[src/rtl/qs_ucode_seq.sv]
`default_nettype none
// +--------------------------------------------------------------------------+
// | Module   : qs_ucode_seq                                                  |
// | Purpose  : Microcode sequencer for the quicksort engine. Owns the PC,    |
// |            resolves control flow (Jcc/CALL/RET/WAIT/EMIT) locally, keeps |
// |            the BLINK link register and call depth, and dispatches all    |
// |            other instructions to the datapath over valid/ready.          |
// | Ports    : clk, arst_n            clock / async active-low reset         |
// |            rom_ra, rom_rout       control-store address / instruction    |
// |            exe_vld/inst/rdy/busy  datapath dispatch handshake + busy     |
// |            flag_eq, flag_gt       condition flags from last SUB          |
// |            blink, blink_wr_*      link register read / POP writeback     |
// |            queue_rdy              releases WAIT                          |
// |            emit_vld, emit_rdy     sort-complete handshake                |
// |            depth, err             call depth / sticky fault              |
// | Revision : 1.0  initial release                                          |
// +--------------------------------------------------------------------------+
module qs_ucode_seq #(
  parameter int PC_W      = 8,
  parameter int INST_W    = 16,
  parameter int RESET_PC  = 0,
  parameter int MAX_DEPTH = 15
) (
  input  logic                           clk,
  input  logic                           arst_n,
  output logic [PC_W-1:0]                rom_ra,
  input  logic [INST_W-1:0]              rom_rout,
  output logic                           exe_vld,
  output logic [INST_W-1:0]              exe_inst,
  input  logic                           exe_rdy,
  input  logic                           exe_busy,
  input  logic                           flag_eq,
  input  logic                           flag_gt,
  output logic [PC_W-1:0]                blink,
  input  logic                           blink_wr_en,
  input  logic [PC_W-1:0]                blink_wr_data,
  input  logic                           queue_rdy,
  output logic                           emit_vld,
  input  logic                           emit_rdy,
  output logic [$clog2(MAX_DEPTH+1)-1:0] depth,
  output logic                           err
);

  localparam int DEPTH_W = $clog2(MAX_DEPTH + 1);

  localparam logic [1:0] S_RUN  = 2'd0;
  localparam logic [1:0] S_EMIT = 2'd1;
  localparam logic [1:0] S_ERR  = 2'd2;

  localparam logic [DEPTH_W-1:0] c_max_depth = DEPTH_W'(MAX_DEPTH);
  localparam logic [PC_W-1:0]    c_reset_pc  = PC_W'(RESET_PC);

  logic [1:0]         state_q, state_d;
  logic [PC_W-1:0]    pc_q, pc_d;
  logic [PC_W-1:0]    blink_q, blink_d;
  logic [DEPTH_W-1:0] depth_q, depth_d;
  logic               err_q, err_d;

  // Instruction decode
  logic [3:0]      w_op;
  logic            w_sub;
  logic [1:0]      w_cc;
  logic [PC_W-1:0] w_target;
  logic [PC_W-1:0] w_pc_inc;
  logic            w_is_nop, w_is_jmp, w_is_cr, w_is_wx, w_is_dp;
  logic            w_cc_true;

  assign w_op     = rom_rout[15:12];
  assign w_sub    = rom_rout[11];
  assign w_cc     = rom_rout[9:8];
  assign w_target = PC_W'(rom_rout[7:0]);
  assign w_pc_inc = pc_q + 1'b1;  // wraps mod 2^PC_W

  assign w_is_nop = (w_op == 4'b0000);
  assign w_is_jmp = (w_op == 4'b0001);
  assign w_is_cr  = (w_op == 4'b1100);  // CALL (sub=0) / RET (sub=1)
  assign w_is_wx  = (w_op == 4'b1111);  // WAIT (sub=0) / EMIT (sub=1)
  assign w_is_dp  = (w_op == 4'b0010) || (w_op == 4'b0100) ||
                    (w_op == 4'b0110) || (w_op == 4'b0111);

  always_comb begin
    w_cc_true = 1'b1;
    case (w_cc)
      2'b01:   w_cc_true = flag_eq;
      2'b10:   w_cc_true = flag_gt;
      2'b11:   w_cc_true = !flag_gt;
      default: w_cc_true = 1'b1;
    endcase
  end

  // State register
  always_ff @(posedge clk or negedge arst_n) begin
    if (!arst_n) begin
      state_q <= S_RUN;
      pc_q    <= c_reset_pc;
      blink_q <= '0;
      depth_q <= '0;
      err_q   <= 1'b0;
    end else begin
      state_q <= state_d;
      pc_q    <= pc_d;
      blink_q <= blink_d;
      depth_q <= depth_d;
      err_q   <= err_d;
    end
  end

  // Next-state logic
  always_comb begin
    state_d = state_q;
    pc_d    = pc_q;
    blink_d = blink_q;
    depth_d = depth_q;
    err_d   = err_q;

    // POP BLINK writeback; a CALL below overrides it in the same cycle.
    if (blink_wr_en) blink_d = blink_wr_data;

    case (state_q)
      S_RUN: begin
        if (w_is_nop) begin
          pc_d = w_pc_inc;
        end else if (w_is_dp) begin
          if (exe_rdy) pc_d = w_pc_inc;
        end else if (w_is_jmp) begin
          if (w_cc == 2'b00) begin
            // Unconditional jump to itself would spin forever: treat as fault.
            if (w_target == pc_q) begin
              state_d = S_ERR;
              err_d   = 1'b1;
            end else begin
              pc_d = w_target;
            end
          end else if (!exe_busy) begin
            // Flags are only final once the datapath has retired everything.
            pc_d = w_cc_true ? w_target : w_pc_inc;
          end
        end else if (w_is_cr) begin
          if (!exe_busy) begin
            if (!w_sub) begin
              if (depth_q == c_max_depth) begin
                state_d = S_ERR;
                err_d   = 1'b1;
              end else begin
                blink_d = w_pc_inc;
                pc_d    = w_target;
                depth_d = depth_q + 1'b1;
              end
            end else begin
              if (depth_q == '0) begin
                state_d = S_ERR;
                err_d   = 1'b1;
              end else begin
                pc_d    = blink_q;
                depth_d = depth_q - 1'b1;
              end
            end
          end
        end else if (w_is_wx) begin
          if (w_sub) begin
            state_d = S_EMIT;
          end else if (queue_rdy) begin
            pc_d = w_pc_inc;
          end
        end else begin
          state_d = S_ERR;
          err_d   = 1'b1;
        end
      end
      S_EMIT: begin
        if (emit_rdy) begin
          pc_d    = w_pc_inc;
          state_d = S_RUN;
        end
      end
      default: begin
        // S_ERR: everything frozen until reset.
      end
    endcase
  end

  // Outputs
  always_comb begin
    rom_ra   = pc_q;
    exe_inst = rom_rout;
    // Reset gates valid directly so an in-flight dispatch drops immediately,
    // even though pc_q is parked on an instruction that may be a datapath op.
    exe_vld  = arst_n && (state_q == S_RUN) && w_is_dp;
    emit_vld = (state_q == S_EMIT);
    blink    = blink_q;
    depth    = depth_q;
    err      = err_q;
  end

endmodule
`default_nettype wire

[config.mk]
export PLATFORM = sky130hd
export DESIGN_NAME = qs_ucode_seq
export DESIGN_NICKNAME = d
export VERILOG_FILES = /design/src/rtl/qs_ucode_seq.sv
export SDC_FILE = /design/constraint.sdc
export NUM_CORES = 1
export LEC_CHECK = 0
export BUFFER_PORTS_ARGS = -buffer_cell sky130_fd_sc_hd__buf_4
export CAP_MARGIN = 20
export CORE_AREA = 2 2 69 71
export DETAILED_ROUTE_END_ITERATION = 12
export DIE_AREA = 0 0 71 73
export PLACE_DENSITY = 0.77
export REMOVE_ABC_BUFFERS = 1
export SYNTH_ARGS = -nofsm -noshare
export SYNTH_HDL_FRONTEND = slang
export SYNTH_SLANG_ARGS = --single-unit
[constraint.sdc]
create_clock -name clk -period 2.5 [get_ports clk]
set_input_delay 0.5 -clock clk [delete_from_list [all_inputs] [get_ports clk]]
set_output_delay 0.5 -clock clk [all_outputs]
set_load 0.03 [all_outputs]
* After elaboration in Yosys (flattened, before gate mapping)
Index checks and enable logic that the tools add are counted.
** Cells by class
- Magnitude comparators :: 0
- Bitwise gates (word level) :: 4
- Reductions and logical operators :: 15
- Shift operators :: 0
- Multipliers :: 0
- Add/sub/neg operators :: 3
- Mux-type cells :: 54
- Equality and inequality tests :: 39
- Div/mod/pow operators :: 0
** Operators by type and width (number)
- 2-to-1 mux 8 bit :: 26
- != test 6 bit, second input constant :: 7
- 2-to-1 mux 2 bit :: 13
- one-hot mux 8 bit (2 select lines) :: 1
- != test 5 bit, second input constant :: 3
- equality test 4 x 3 -> 1 bit, second input constant :: 3
- equality test 4 bit, second input constant :: 3
- 2-to-1 mux 4 bit :: 3
- != test 3 bit, second input constant :: 4
- AND reduction 11 bit :: 1
- AND reduction 10 bit :: 1
- 2-to-1 mux 1 bit :: 9
- AND reduction 9 bit :: 1
- adder 8 x 1 -> 8 bit, second input constant :: 1
- equality test 8 bit :: 1
- zero test 4 bit :: 2
- != test 2 bit, second input constant :: 4
- != test 4 x 3 -> 1 bit, second input constant :: 2
- != test 4 bit, second input constant :: 2
- AND reduction 8 bit :: 1
- != test 7 bit, second input constant :: 1
- != test 2 x 1 -> 1 bit, second input constant :: 3
- adder 4 x 1 -> 4 bit, second input constant :: 1
- equality test 2 x 1 -> 1 bit, second input constant :: 2
- other kinds (12) :: 20
** Word-level totals
- RAM bits :: 0
- Word-level logic and storage cells :: 120
- Bits in registers :: 23
- Bits in latches :: 0
- Memory bits (read-only) :: 0
- Memories kept :: 0
- Output and inout bits :: 39

* Depth between registers and ports, before layout
- Depth in word-level cells :: 9
- Depth in mapped cells :: 9
- Mapped depth without buffers :: 6

* Worst setup path before layout
No wires, ideal clock.
- Kind :: flip-flop to flip-flop
- Start :: register pc_q[5], in the netlist rom_ra[5]
- End :: register pc_q[6], in the netlist rom_ra[6]
- Cell stages (with the launch flop) :: 8
- Clock period less this slack :: 2174 ps
- Path slack :: 326 ps
- Buffers on the path :: 2
- Arrival time :: 2049 ps
- Cells stage by stage :: dfrtp_1 -> buf_2 -> xor2_1 -> nor4_1 -> nand4_2 -> and3_1 -> buf_6 -> mux2_4
** On the way
- Cells in the longest elaborated chain, start to end :: 9
- Elaborated cells between the ends (all ways) :: 17
** Ends and longest elaborated chain
- from (decl) :: RTL line 54 : logic [PC_W-1:0] pc_q, pc_d;
- from (signal assigned) :: RTL line 95 : pc_q <= c_reset_pc;
- from (signal assigned) :: RTL line 101 : pc_q <= pc_d;
- adder 8 x 1 -> 8 bit :: RTL line 72 : assign w_pc_inc = pc_q + 1'b1;
- 2-to-1 mux 8 bit :: RTL line 162 : end else if (queue_rdy) begin
- 2-to-1 mux 8 bit :: RTL line 160 : if (w_sub) begin
- 2-to-1 mux 8 bit :: RTL line 159 : end else if (w_is_wx) begin
- 2-to-1 mux 8 bit :: RTL line 138 : end else if (w_is_cr) begin
- 2-to-1 mux 8 bit :: RTL line 125 : end else if (w_is_jmp) begin
- 2-to-1 mux 8 bit :: RTL line 123 : end else if (w_is_dp) begin
- 2-to-1 mux 8 bit :: RTL line 121 : if (w_is_nop) begin
- one-hot mux 8 bit (2 select lines) :: RTL line 119 : case (state_q)
Several ways; a longest one is shown, not always the timed one. The select of a mux whose other input is x is not followed.
A chain may end at the register's enable or synchronous reset.

* Final worst setup path
- Start :: input rom_rout[13]
- End :: register pc_q[4], in the netlist rom_ra[4]
** On the way
- Cells in the longest elaborated chain, start to end :: 7
- Elaborated cells between the ends (all ways) :: 26
** Ends and longest elaborated chain
- from (decl) :: RTL line 27 : input logic [INST_W-1:0] rom_rout,
- branches (longest 7 deep; another with AND reduction 11 bit)
Several ways; the timed one is not identified.

==> metrics.txt <==
largest net degree at the start of global routing=24; Primary FF master, synth=dfrtp_1; Final Cycle Share=0.8368; CP Class=in2reg; Mapped Avg Cell Area=8.637 sq um; core box area=4536 sq um; routed via count=2091; Finished Layout Cells=358; width of the die=71 um; Worst-path clk slew=90 ps; EDFF count, synth=0; post-CTS setup buffers=0; status=complete, no violations; final antenna-violating net count=0; most frequent cells in the layout=buf_4, dfrtp_1, o21ai_0; Fmax=478.0 MHz; post-detailed-routing wire length=5960 um; Cells after Synth=247; Worst setup EP type=flip-flop; GP Congestion=0.9281; Yosys warnings=0; Max Clock Skew=5.509 ps; Setup violations, final=0; worst rel slew slack=0.6554; Synth async-reset ratio=1.000; Post-Syn Area=2133 sq um; 1st-iter DRT viols=189; Die H=73 um; leakage power=1.216 nW; Final Power=1.406 mW; Clock Path Buffers=2; Hold WC Path Type=in2async; GR Overflow Total=0; Seq/Total Area, Yosys=0.2698; routed wl met2=2855 um; critical path arrival=2230 ps; setup TNS=0 ps; RSZ-0062 raised after global routing=false; M1 WL=2542 um; WL per Instance=16.65 um; register area=575.6 sq um; Max Used Layer=met4; Fin. Hold Viols=0; post-layout min period=2092 ps; # DRC=0; first-pass detailed-route iteration total=4; reg2reg end=rom_ra[7]; Setup crit end=rom_ra[4]; Yosys reg bits=23; worst slew pin tran=513.8 ps; Worst Setup SP=rom_rout[13]; Clock Latency Late Sink=260 ps; Nets=342; CTS Hold Buffers Added=0; layout cells sized above 1=0.3454; pwr dens=524.4 nW/um^2; Critical Path Start Type=input pin; ANT cells=0; met3 WL post-DR=476 um; max cap viols=0; Ports=72; H-Tree Depth=1; peak supply drop=0.0004049 V; DIE AREA=5183 sq um; global-route wire length before repair=9487 um; CTS tree=yes; Initial Utilization=0.4703; Sink Count=23; area occupied by multi-input gates=1318 sq um; Max Slew Vio Count=0; Resized Gates After CTS=0; synth unique cells=60; initial antenna violation count=0; Overall Global Routing Usage=0.2306; flop2flop setup slack=520 ps; vias in the first global route=1945; R2R depth=5; DP HPWL=4642 um; total clock buffers created by CTS=3; FF-to-FF Start=rom_ra[3]; commonest non-fill, non-tap cell in the layout=buf_4; CP required=2640 ps; Area Growth Syn to Fin=25.69%; IO buf count=69; Root Driver=clkbuf_8; fillers=403; crit-path max FO=14; Rows=25; Inst Count DP=354; Vias/cell=5.841
[worst max-delay path, stage by stage]
cell and delay [ps]:
buf_4 160, or4b_1 660, a211oi_1 360, o21ai_0 180
a22oi_1 220, o221ai_1 140
[final cells by class]
| type | count | share of cell area |
|---|---|---|
| Multi-Input combinational cell | 181 | 0.4914 |
| Timing Repair Buffer | 84 | 0.2352 |
| Sequential cell | 23 | 0.2147 |
| Tap cell | 54 | 0.02520 |
| Clock buffer | 4 | 0.01680 |
| Inverter | 12 | 0.01680 |
[layer usage]
layer / track usage / vias to the layer above
li1: - / 1009
met5: 0 / -
met1: 0.3173 / 974
met3: 0.02072 / 9
met4: 0.06080 / 0
met2: 0.3915 / 99
[how the worst min path moves through the flow]
stage               end  slack, ps  depth (start not counted)
2_1_floorplan  blink[0]        200                          0
3_3_place_gp        err        440                          1
3_5_place_dp        err        450                          1
4_1_cts        blink[6]        270                          2
5_1_grt        blink[5]        270                          2
6_report       blink[5]        250                          2
[registers in the layout, summed over array words and instances, names as in the netlist]
| register | flops |
|---|---|
| rom_ra | 8 |
| blink | 8 |
| state_q | 2 |
| depth | 4 |
| err | 1 |
[power by group]
part / internal [mW] / total, mW / switching, mW
Clock: 0.114 / 0.236 / 0.122
Sequential: 0.422 / 0.501 / 0.0782
Combinational: 0.288 / 0.670 / 0.382
Total: 0.824 / 1.41 / 0.582
[cells in the mapped netlist (4+ instances only)]
cell | number | area, sq um
dfrtp_1 | 23 | 575.6
buf_4 | 17 | 127.6
o21ai_0 | 15 | 75.07
nand2_1 | 14 | 52.55
nor2_1 | 13 | 48.80
a21oi_1 | 11 | 55.05
inv_1 | 11 | 41.29
xor2_1 | 10 | 87.58
a31oi_1 | 9 | 56.30
mux2i_1 | 9 | 90.09
xnor2_1 | 9 | 78.83
a211oi_1 | 7 | 52.55
clkbuf_1 | 7 | 26.28
and3_1 | 6 | 37.54
buf_2 | 6 | 30.03
nor3_1 | 6 | 30.03
nor2b_1 | 5 | 31.28
nand3_1 | 4 | 20.02
nand4_1 | 4 | 25.02
[through the flow]
stage / utilization / instance area (sq um) / hold WS [ps] / worst slack [ps]
global placement: 0.5812 / 2636 / 443.1 / 177.9
CTS: 0.5912 / 2681 / 266.1 / 431.0
floorplan: - / 1938 / 204.4 / 399.3
global route: 0.5912 / 2681 / 273.5 / 300.6
finish: 0.5912 / 2681 / 254.2 / 408.1
detailed placement: 0.5812 / 2636 / 445.5 / 163.4
[kinds of logic after synthesis]
family | share of synthesized area
adder cells (fa/ha/maj) | 0.02698
flip-flops | 0.2698
multiplexers | 0.07214
AO/OA/AOI/OAI | 0.2364
XOR/XNOR | 0.07801
AND/OR/NAND/NOR | 0.2041
buffers and inverters | 0.1126
Power figures use the tool's default switching activity.
